==> config.mk <==
export PLATFORM = sky130hd
export DESIGN_NAME = sha256_padder_flat
export DESIGN_NICKNAME = d
export VERILOG_FILES = /design/src/rtl/sha256_pkg.sv /design/src/rtl/sha256_padder_if.sv /design/src/rtl/sha256_block_buffer.sv /design/src/rtl/sha256_padder.sv /design/src/flat_wrapper.sv
export SDC_FILE = /design/constraint.sdc
export NUM_CORES = 1
export LEC_CHECK = 0
export CELL_PAD_IN_SITES_DETAIL_PLACEMENT = 1
export CELL_PAD_IN_SITES_GLOBAL_PLACEMENT = 2
export CORE_ASPECT_RATIO = 1.75
export CORE_MARGIN = 4
export CORE_UTILIZATION = 43
export CTS_CLUSTER_DIAMETER = 40
export CTS_CLUSTER_SIZE = 25
export DETAILED_ROUTE_END_ITERATION = 6
export HOLD_SLACK_MARGIN = 0.05
export PLACE_DENSITY = 0.93
export SLEW_MARGIN = 40
export SYNTH_ARGS = -nofsm -noshare
export SYNTH_HDL_FRONTEND = slang
export SYNTH_SLANG_ARGS = --single-unit
export TNS_END_PERCENT = 100
==> constraint.sdc <==
create_clock -name iClk -period 8 [get_ports iClk]
set_input_delay 1.2 -clock iClk [delete_from_list [all_inputs] [get_ports iClk]]
set_output_delay 1.2 -clock iClk [all_outputs]
set_load 0.02 [all_outputs]
==> src/rtl/sha256_pkg.sv <==
// Shared types and constants for the SHA-256 message padder.
package sha256_pkg;

    typedef enum logic [2:0] {
        IDLE,
        FILL,
        PAD,
        LEN,
        START,
        SEND,
        WAIT
    } sha256_state_e;

    localparam int         SHA256_BLOCK_WORDS = 16;
    localparam int         SHA256_LEN_IDX     = 14;
    localparam logic [7:0] SHA256_PAD_BYTE    = 8'h80;

    typedef struct packed {
        logic        we;
        logic [3:0]  addr;
        logic [31:0] data;
    } sha256_wr_t;

    // Keep the top k bytes of a big-endian word, append the 0x80 marker, zero the rest.
    // k == 4 means the word is full; its marker goes into the following word instead.
    function automatic logic [31:0] sha256_pad_word(input logic [31:0] w, input logic [2:0] k);
        logic [31:0] r;
        case (k)
            3'd0:    r = {SHA256_PAD_BYTE, 24'h0};
            3'd1:    r = {w[31:24], SHA256_PAD_BYTE, 16'h0};
            3'd2:    r = {w[31:16], SHA256_PAD_BYTE, 8'h0};
            3'd3:    r = {w[31:8], SHA256_PAD_BYTE};
            default: r = w;
        endcase
        return r;
    endfunction

endpackage

==> src/rtl/sha256_padder_if.sv <==
// Word-stream and core-side handshake between a message source, the padder and the SHA-256 core.
interface sha256_padder_if;
    logic        iMsgStart;
    logic [31:0] iWord;
    logic        iWordValid;
    logic        iLast;
    logic [2:0]  iLastBytes;
    logic        iCoreDone;
    logic        oReady;
    logic        oStart;
    logic [31:0] oData;
    logic        oValid;
    logic        oMsgDone;
    logic        oBusy;

    modport master (
        output iMsgStart, iWord, iWordValid, iLast, iLastBytes, iCoreDone,
        input  oReady, oStart, oData, oValid, oMsgDone, oBusy
    );

    modport slave (
        input  iMsgStart, iWord, iWordValid, iLast, iLastBytes, iCoreDone,
        output oReady, oStart, oData, oValid, oMsgDone, oBusy
    );
endinterface

==> src/rtl/sha256_block_buffer.sv <==
// 16x32 block register file: one write port, one combinational indexed read, synchronous clear.
module sha256_block_buffer
    import sha256_pkg::*;
(
    input  logic        iClk,
    input  logic        clr,
    input  sha256_wr_t  wr,
    input  logic [3:0]  raddr,
    output logic [31:0] rdata
);

    logic [SHA256_BLOCK_WORDS-1:0][31:0] mem;

    always_ff @(posedge iClk) begin
        if (clr)
            mem <= '0;
        else if (wr.we)
            mem[wr.addr] <= wr.data;
    end

    assign rdata = mem[raddr];

endmodule

==> src/rtl/sha256_padder.sv <==
// SHA-256 message padder: buffers 32-bit words into 512-bit blocks, appends the 0x80
// marker, zero fill and 64-bit bit length, and streams each block to the core.
module sha256_padder
    import sha256_pkg::*;
(
    input  logic           iClk,
    input  logic           iReset_n,
    sha256_padder_if.slave bus
);

    localparam logic [4:0] IDX_FULL  = 5'(SHA256_BLOCK_WORDS);
    localparam logic [4:0] IDX_LEN   = 5'(SHA256_LEN_IDX);
    localparam logic [3:0] LAST_SEND = 4'(SHA256_BLOCK_WORDS - 1);

    sha256_state_e state, state_n;
    sha256_state_e ret_st, ret_n;
    logic [4:0]    idx, idx_n;
    logic [63:0]   len, len_n;
    logic [3:0]    cnt, cnt_n;
    logic          first_blk, first_n;
    logic          final_blk, final_n;
    logic          mark, mark_n;
    logic          ovf, ovf_n;
    logic          done, done_n;
    logic [2:0]    k;
    logic          clr;
    sha256_wr_t    wr;
    logic [31:0]   rdata;

    function automatic sha256_state_e send_entry(input logic first);
        return first ? START : SEND;
    endfunction

    assign k = (bus.iLastBytes > 3'd4) ? 3'd4 : bus.iLastBytes;

    sha256_block_buffer u_buf (
        .iClk  (iClk),
        .clr   (clr),
        .wr    (wr),
        .raddr (cnt),
        .rdata (rdata)
    );

    always_ff @(posedge iClk) begin
        if (!iReset_n) begin
            state     <= IDLE;
            ret_st    <= FILL;
            idx       <= '0;
            len       <= '0;
            cnt       <= '0;
            first_blk <= 1'b0;
            final_blk <= 1'b0;
            mark      <= 1'b0;
            ovf       <= 1'b0;
            done      <= 1'b0;
        end else begin
            state     <= state_n;
            ret_st    <= ret_n;
            idx       <= idx_n;
            len       <= len_n;
            cnt       <= cnt_n;
            first_blk <= first_n;
            final_blk <= final_n;
            mark      <= mark_n;
            ovf       <= ovf_n;
            done      <= done_n;
        end
    end

    // mark: a full final word left its 0x80 marker for the next slot.
    // ovf: the marker sits in word 14/15, so this block is zero-filled and a length-only block follows.
    always_comb begin
        state_n = state;
        ret_n   = ret_st;
        idx_n   = idx;
        len_n   = len;
        cnt_n   = '0;
        first_n = first_blk;
        final_n = final_blk;
        mark_n  = mark;
        ovf_n   = ovf;
        done_n  = 1'b0;
        wr      = '0;
        clr     = !iReset_n;

        case (state)
            IDLE: begin
                if (bus.iMsgStart) begin
                    state_n = FILL;
                    idx_n   = '0;
                    len_n   = '0;
                    first_n = 1'b1;
                    final_n = 1'b0;
                    mark_n  = 1'b0;
                    ovf_n   = 1'b0;
                    clr     = 1'b1;
                end
            end

            FILL: begin
                if (bus.iWordValid) begin
                    wr.we   = 1'b1;
                    wr.addr = idx[3:0];
                    idx_n   = idx + 5'd1;
                    if (bus.iLast) begin
                        wr.data = sha256_pad_word(bus.iWord, k);
                        len_n   = len + {58'd0, k, 3'b000};
                        mark_n  = (k == 3'd4);
                        ovf_n   = (k != 3'd4) && (idx >= IDX_LEN);
                        state_n = PAD;
                    end else begin
                        wr.data = bus.iWord;
                        len_n   = len + 64'd32;
                        if (idx_n == IDX_FULL) begin
                            state_n = send_entry(first_blk);
                            ret_n   = FILL;
                            final_n = 1'b0;
                        end
                    end
                end
            end

            PAD: begin
                if (idx == IDX_FULL) begin
                    state_n = send_entry(first_blk);
                    ret_n   = PAD;
                    final_n = 1'b0;
                    ovf_n   = 1'b0;
                end else if (mark || ovf || idx < IDX_LEN) begin
                    wr.we   = 1'b1;
                    wr.addr = idx[3:0];
                    wr.data = mark ? {SHA256_PAD_BYTE, 24'h0} : 32'h0;
                    mark_n  = 1'b0;
                    if (mark)
                        ovf_n = (idx >= IDX_LEN);
                    idx_n   = idx + 5'd1;
                    // Jump straight to LEN on the last zero word to keep per-block latency at 16.
                    if (idx_n == IDX_LEN && !ovf_n)
                        state_n = LEN;
                end else begin
                    state_n = LEN;
                end
            end

            LEN: begin
                wr.we   = 1'b1;
                wr.addr = idx[3:0];
                idx_n   = idx + 5'd1;
                if (idx == IDX_LEN) begin
                    wr.data = len[63:32];
                end else begin
                    wr.data = len[31:0];
                    state_n = send_entry(first_blk);
                    final_n = 1'b1;
                end
            end

            START: begin
                state_n = SEND;
                first_n = 1'b0;
            end

            SEND: begin
                cnt_n = cnt + 4'd1;
                if (cnt == LAST_SEND)
                    state_n = WAIT;
            end

            WAIT: begin
                if (bus.iCoreDone) begin
                    idx_n = '0;
                    if (final_blk) begin
                        state_n = IDLE;
                        done_n  = 1'b1;
                    end else begin
                        state_n = ret_st;
                    end
                end
            end

            default: state_n = IDLE;
        endcase
    end

    assign bus.oReady   = (state == FILL);
    assign bus.oStart   = (state == START);
    assign bus.oValid   = (state == SEND);
    assign bus.oData    = (state == SEND) ? rdata : 32'h0;
    assign bus.oMsgDone = done;
    assign bus.oBusy    = (state != IDLE);

endmodule

==> src/flat_wrapper.sv <==
// flat-port wrapper written by rule: the top's interface ports become plain ports
module sha256_padder_flat import sha256_pkg::*;
  (iClk, iReset_n, bus_iMsgStart, bus_iWord, bus_iWordValid, bus_iLast, bus_iLastBytes, bus_iCoreDone, bus_oReady, bus_oStart, bus_oData, bus_oValid, bus_oMsgDone, bus_oBusy);
  sha256_padder_if bus_i ();
  input  logic iClk;
  input  logic iReset_n;
  input wire logic [$bits(bus_i.iMsgStart)-1:0] bus_iMsgStart;
  input wire logic [$bits(bus_i.iWord)-1:0] bus_iWord;
  input wire logic [$bits(bus_i.iWordValid)-1:0] bus_iWordValid;
  input wire logic [$bits(bus_i.iLast)-1:0] bus_iLast;
  input wire logic [$bits(bus_i.iLastBytes)-1:0] bus_iLastBytes;
  input wire logic [$bits(bus_i.iCoreDone)-1:0] bus_iCoreDone;
  output wire logic [$bits(bus_i.oReady)-1:0] bus_oReady;
  output wire logic [$bits(bus_i.oStart)-1:0] bus_oStart;
  output wire logic [$bits(bus_i.oData)-1:0] bus_oData;
  output wire logic [$bits(bus_i.oValid)-1:0] bus_oValid;
  output wire logic [$bits(bus_i.oMsgDone)-1:0] bus_oMsgDone;
  output wire logic [$bits(bus_i.oBusy)-1:0] bus_oBusy;
  assign bus_i.iMsgStart = bus_iMsgStart;
  assign bus_i.iWord = bus_iWord;
  assign bus_i.iWordValid = bus_iWordValid;
  assign bus_i.iLast = bus_iLast;
  assign bus_i.iLastBytes = bus_iLastBytes;
  assign bus_i.iCoreDone = bus_iCoreDone;
  assign bus_oReady = bus_i.oReady;
  assign bus_oStart = bus_i.oStart;
  assign bus_oData = bus_i.oData;
  assign bus_oValid = bus_i.oValid;
  assign bus_oMsgDone = bus_i.oMsgDone;
  assign bus_oBusy = bus_i.oBusy;
  sha256_padder u_core (.iClk(iClk), .iReset_n(iReset_n), .bus(bus_i));
endmodule
Yosys cells after proc, flatten, opt, wreduce, memory -nomap -nowiden
Index checks and enable logic that the tools add are counted.
{ "classes": {"n_reduce_logical": 26, "magnitude_cmp": 6, "n_addsub": 4, "bitwise_logic": 0, "multipliers": 0, "shifts": 0, "eq_ne": 30, "n_div": 0, "n_mux": 69} }
{ "ops": {"columns": ["op", "count"], "rows": [
  ["bitwise mux 512 bit", 1],
  ["2-to-1 mux 32 bit", 6],
  ["2-to-1 mux 64 bit", 3],
  ["binary-select mux 32 bit (select 4 bit)", 1],
  ["demux 32 bit (select 4 bit)", 1],
  ["one-hot mux 32 bit (4 select lines)", 1],
  ["one-hot mux 64 bit (2 select lines)", 1],
  ["2-to-1 mux 37 bit", 3],
  ["one-hot mux 37 bit (3 select lines)", 1],
  ["adder 64 x 6 -> 64 bit", 1],
  ["adder 64 x 6 -> 64 bit, second input constant", 1],
  ["2-to-1 mux 3 bit", 16],
  ["2-to-1 mux 5 bit", 5],
  ["one-hot mux 5 bit (5 select lines)", 1],
  ["2-to-1 mux 1 bit", 23],
  ["one-hot mux 3 bit (7 select lines)", 1],
  ["!= test 2 bit, second input constant", 7],
  ["AND reduction 7 bit", 2],
  ["equality test 3 x 2 -> 1 bit, second input constant", 4],
  ["equality test 3 bit, second input constant", 4],
  ["AND reduction 6 bit", 2],
  ["equality test 5 x 4 -> 1 bit, second input constant", 2],
  ["equality test 5 bit, second input constant", 2],
  ["less-than comparator 4 x 5 -> 1 bit, second input constant", 2],
  ["28 further kinds", 44]
]} }
{ "totals": {"mem_bits_rw": 0, "regBits": 596, "mem_bits_ro": 0, "elab_cells": 161, "latch_bits": 0, "n_memories": 0, "out_inout_bits": 37, "in_bits": 41} }

Depth between registers and ports, before layout
{ "depth": {"word_depth": 12, "mapped_depth": 11, "depth_no_buf": 8} }

Hierarchy
Synthesis repeated with hierarchy kept, for this count alone.
{ "hier_totals": {"hier_cells": 3391, "hier_area_um2": 28522.4} }
{ "modules_own_cells": {"columns": ["mod", "seq_area_each_um2", "area_each_um2", "cells_each", "instances"], "rows": [
  ["sha256_block_buffer", 10249.8, 23282.3, 2688, 1],
  ["sha256_padder", 1601.5, 5240.0, 703, 1]
]} }

Worst setup path after synthesis
Ideal clock, no wire load.
{ "synth_timing": {"path_type": "register -> output", "startpoint": "reg u_core.cnt[0]", "endpoint": "out bus_oData[0]", "path_stages_with_launch": 7, "t_arrival_ns": 2.499, "required_ns": 6.800, "path_buffers": 3, "slack_ns": 4.301, "path_cell_list": "dfxtp_1 clkbuf_1 clkbuf_1 buf_1 mux4_2 mux4_2 and2_1"} }
{ "synth_via": {"elab_chain_cells": 3} }
{ "synth_rtl": {"columns": ["item", "line", "source"], "rows": [
  ["start, declared", "sha256_padder.sv:19", "logic [3:0] cnt, cnt_n;"],
  ["start signal, assigned", "sha256_padder.sv:61", "cnt <= cnt_n;"],
  ["binary-select mux 32 bit (select 4 bit)", "sha256_block_buffer.sv:21", "assign rdata = mem[raddr];"],
  ["2-to-1 mux 32 bit (not written as such)", "sha256_block_buffer.sv:21", null],
  ["2-to-1 mux 32 bit", "sha256_padder.sv:188", "assign bus.oData = (state == SEND) ? rdata : 32'h0;"],
  ["end, declared", "flat_wrapper.sv:15", "output wire logic [$bits(bus_i.oData)-1:0] bus_oData;"]
]} }
No other way between the ends. The select of a mux whose other input is x is not followed.

Final worst setup path
{ "layout_timing": {"startpoint": "reg u_core.cnt[0]", "endpoint": "out bus_oData[23]"} }
Same word-level chain as after synthesis.

==> results.cfg <==
[outcome]
status = finished with violations
violations = design-rule violations

[yosys]
ys_warn_count = 0
syn_inst = 2794
synth_ff_type = dfxtp_1
synth.avg_cell_area_um2 = 9.70
synth-edff-count = 0
synth_cell_types = 68
syn_area_um2 = 27100
synth_seq_cells = 592
syn-num-nets = 2845
synthArstFlopShare_pct = 0
yosysSeqAreaShare_pct = 43.7

[worst_setup_path]
required_ps = 6800
cp.arrival_ps = 3940
cpMaxStageDelayCell = dfxtp_4
timing.critical_path.buf_inv = 2
cp_cell_sequence = buf_12, mux4_2, mux4_2, and2_1, clkdlybuf4s50_1
max_stage_delay_ps = 840
start_kind = register
reg2reg_depth = 9
reg2reg_to = u_core.u_buf.mem[69]$_SDFFE_PP0P_
endpoint_kind = output port
r2r_slack_ps = 3440
cp_max_fo = 61
cp_top_family = buffers and inverters
path_class = register to output port
reg2reg_from = u_core.idx[1]$_SDFFE_PN0P_
crit_top_cell = mux4_2

[clocking]
ctsHtreeMaxLevel = 2
ctsResizeCount = 0
clock_path_buffers = 3
cts-buffers-inserted = 50
ctsRootBufferMaster = clkbuf_16
post_cts_buffers = 0
insertion_delay_ps = 620
clock-sinks = 592
cts_tree = yes
clk_pin_slew_ps = 80
hold_buffers = 0

[placement]
gp_congestion = 0.825
detailed_place_hpwl_mm = 58.5
numPortBuffers = 77
placed_cells = 3402
dp_worst_setup_slack_ps = 2990

[final_layout]
syn_to_final_growth_pct = 12.1
final_cell_mix = 621 x a21oi_1, 587 x dfxtp_1, 497 x a211oi_1
diodes = 0
final_common_cell = a21oi_1
n_fill_cell = 6861
drive_gt1_share_pct = 14.9
layout.nets = 2709
fin_cells = 3498

[timing]
fmax_mhz = 195
tightest_slew_ps = 858
rsz0062_at_grt = no
hold_slack_ps = 497
clock_skew_ps = 22.5
slew_headroom_pct = 42.8
tns_ps = 0
setup_slack_ps = 2860
period_minus_slack_ps = 5140
slew_violations = 0
hold_viol_final = 0
post-route-period-util_pct = 64.2
setup_viol = 0

[worst_hold_path]
worstHoldStart = u_core.ret_st[1]$_SDFFE_PN0P_
hold_class = register to register
min_delay_path_depth = 2
hold_end = u_core.ret_st[1]$_SDFFE_PN0P_

[die]
die_area_um2 = 67300
start_util_pct = 43.5
num_rows = 121
die_w_um = 198
boundaryPins = 78
die_h_um = 340
placeableCoreArea_um2 = 62400

[detailed_routing]
vias_per_cell = 6.95
ant_nets = 0
drt-initial-drc-count = 2419
avgRoutedWirePerCell_um = 29.6
first_pass_iters = 7
routed_wl_mm = 104
vias = 24300
remaining_drc_errors = 3

[global_routing]
grt_first_pass_wirelength_mm = 156
grt_max_degree = 220
overflow = 0
grt_usage_pct = 29.7
grt_pass1_vias = 25200
antenna_found_initial = 1

[power]
p_leak_uw = 0.00865
power.total_uw = 8020
vdd_drop_max_uv = 204
pwr_density_cell_nw_per_um2 = 264

[job]
drv_cap = 0
-- routing by layer --
metal / part of all wire [%] / wire, um / up-vias / GRT usage (%)
met5: 0.022 / 23 / - / 0
met4: 6.6 / 6790 / 4 / 16.1
met3: 7.3 / 7560 / 376 / 4.47
met2: 50 / 51300 / 1170 / 50.9
met1: 37 / 37900 / 12300 / 35.4
li1: - / - / 10500 / -
-- per-stage QoR --
step                area (um^2)  utilization [%]
floorplan                 27100                -
global placement          28300             45.4
detailed placement        28400             45.6
CTS                       30300             48.6
global route              30400             48.7
finish                    30400             48.7
-- registers in the layout, indices dropped and copies added (netlist names) --
| register | flops |
|---|---|
| u_core.final_blk | 1 |
| u_core.state | 3 |
| u_core.ovf | 1 |
| u_core.first_blk | 1 |
| u_core.ret_st | 2 |
| u_core.mark | 1 |
| u_core.idx | 5 |
| u_core.cnt | 4 |
| u_core.len | 61 |
| u_core.bus.oMsgDone | 1 |
| u_core.u_buf.mem | 512 |
-- report_power, final --
group          internal (uW)  switching (uW)
sequential              3050            83.1
clock                   1320            1400
combinational            556            1610
total                   4930            3090
-- Yosys cell counts (all sizes together) (6+ instances only) --
library cell    n  area share [%]
buf            90             1.4
a211oi        498              14
nor3           52            0.96
nor2b           7            0.16
nand4b          8            0.26
nand2          98             1.4
mux4          160              13
or3            12            0.28
or4            19            0.53
o31ai          17            0.47
nor3b          19            0.53
and3           11            0.25
o21ai          34            0.63
nor2           45            0.62
and2           54             1.2
inv            19            0.26
a21oi         629              12
nand4          27            0.68
nor4           10            0.25
nand3          22            0.41
xnor2          13            0.42
dfxtp         592              44
xor2            6            0.19
o21a            6            0.17
nand2b          7            0.16
clkbuf        256             3.5
and4            6            0.19
ha              9            0.42
-- layout make-up --
| class | instances | area [um^2] | share of cell area [%] |
|---|---|---|---|
| Multi-Input combinational cell | 1835 | 14100 | 46.3 |
| Timing Repair Buffer | 158 | 1520 | 4.99 |
| Tap cell | 799 | 1000 | 3.29 |
| Sequential cell | 592 | 11900 | 39.0 |
| Inverter | 21 | 78.8 | 0.259 |
| Clock buffer | 54 | 1300 | 4.27 |
| Clock inverter | 39 | 554 | 1.82 |
-- worst reg2reg max path, stage by stage (launching register included) --
cell and delay [ps]:
dfxtp_1 570, inv_1 160, ha_1 210, and4bb_2 280, a211oi_2 530, a21bo_4 610
buf_6 620, and2_2 820, buf_4 480, a211oi_1 150
-- kinds of logic after synthesis --
kind of cell / count (synthesis) / synth area share (%)
AOI/OAI and AO/OA: 1222 / 27.8
xor gates and xnor gates: 19 / 0.614
adders and majority gates: 10 / 0.489
buffers and inverters: 367 / 5.27
DFF: 592 / 43.7
muxes: 167 / 13.6
and+or+nand+nor: 417 / 8.55
-- worst max path at each step --
stage,start,to,slack (ps),cells past startpoint
after floorplan,u_core.cnt[0]$_SDFF_PN0_,bus_oData[0],4300,6
after CTS,u_core.cnt[0]$_SDFF_PN0_,bus_oData[7],2560,5
after global routing,u_core.cnt[0]$_SDFF_PN0_,bus_oData[29],2670,5
final,u_core.cnt[0]$_SDFF_PN0_,bus_oData[23],2860,5
after global placement,bus_iWordValid,u_core.u_buf.mem[162]$_SDFFE_PP0P_,3010,7
after detailed placement,bus_iWordValid,u_core.u_buf.mem[69]$_SDFFE_PP0P_,2990,7
Note: power is estimated with default switching activity, not from simulation.
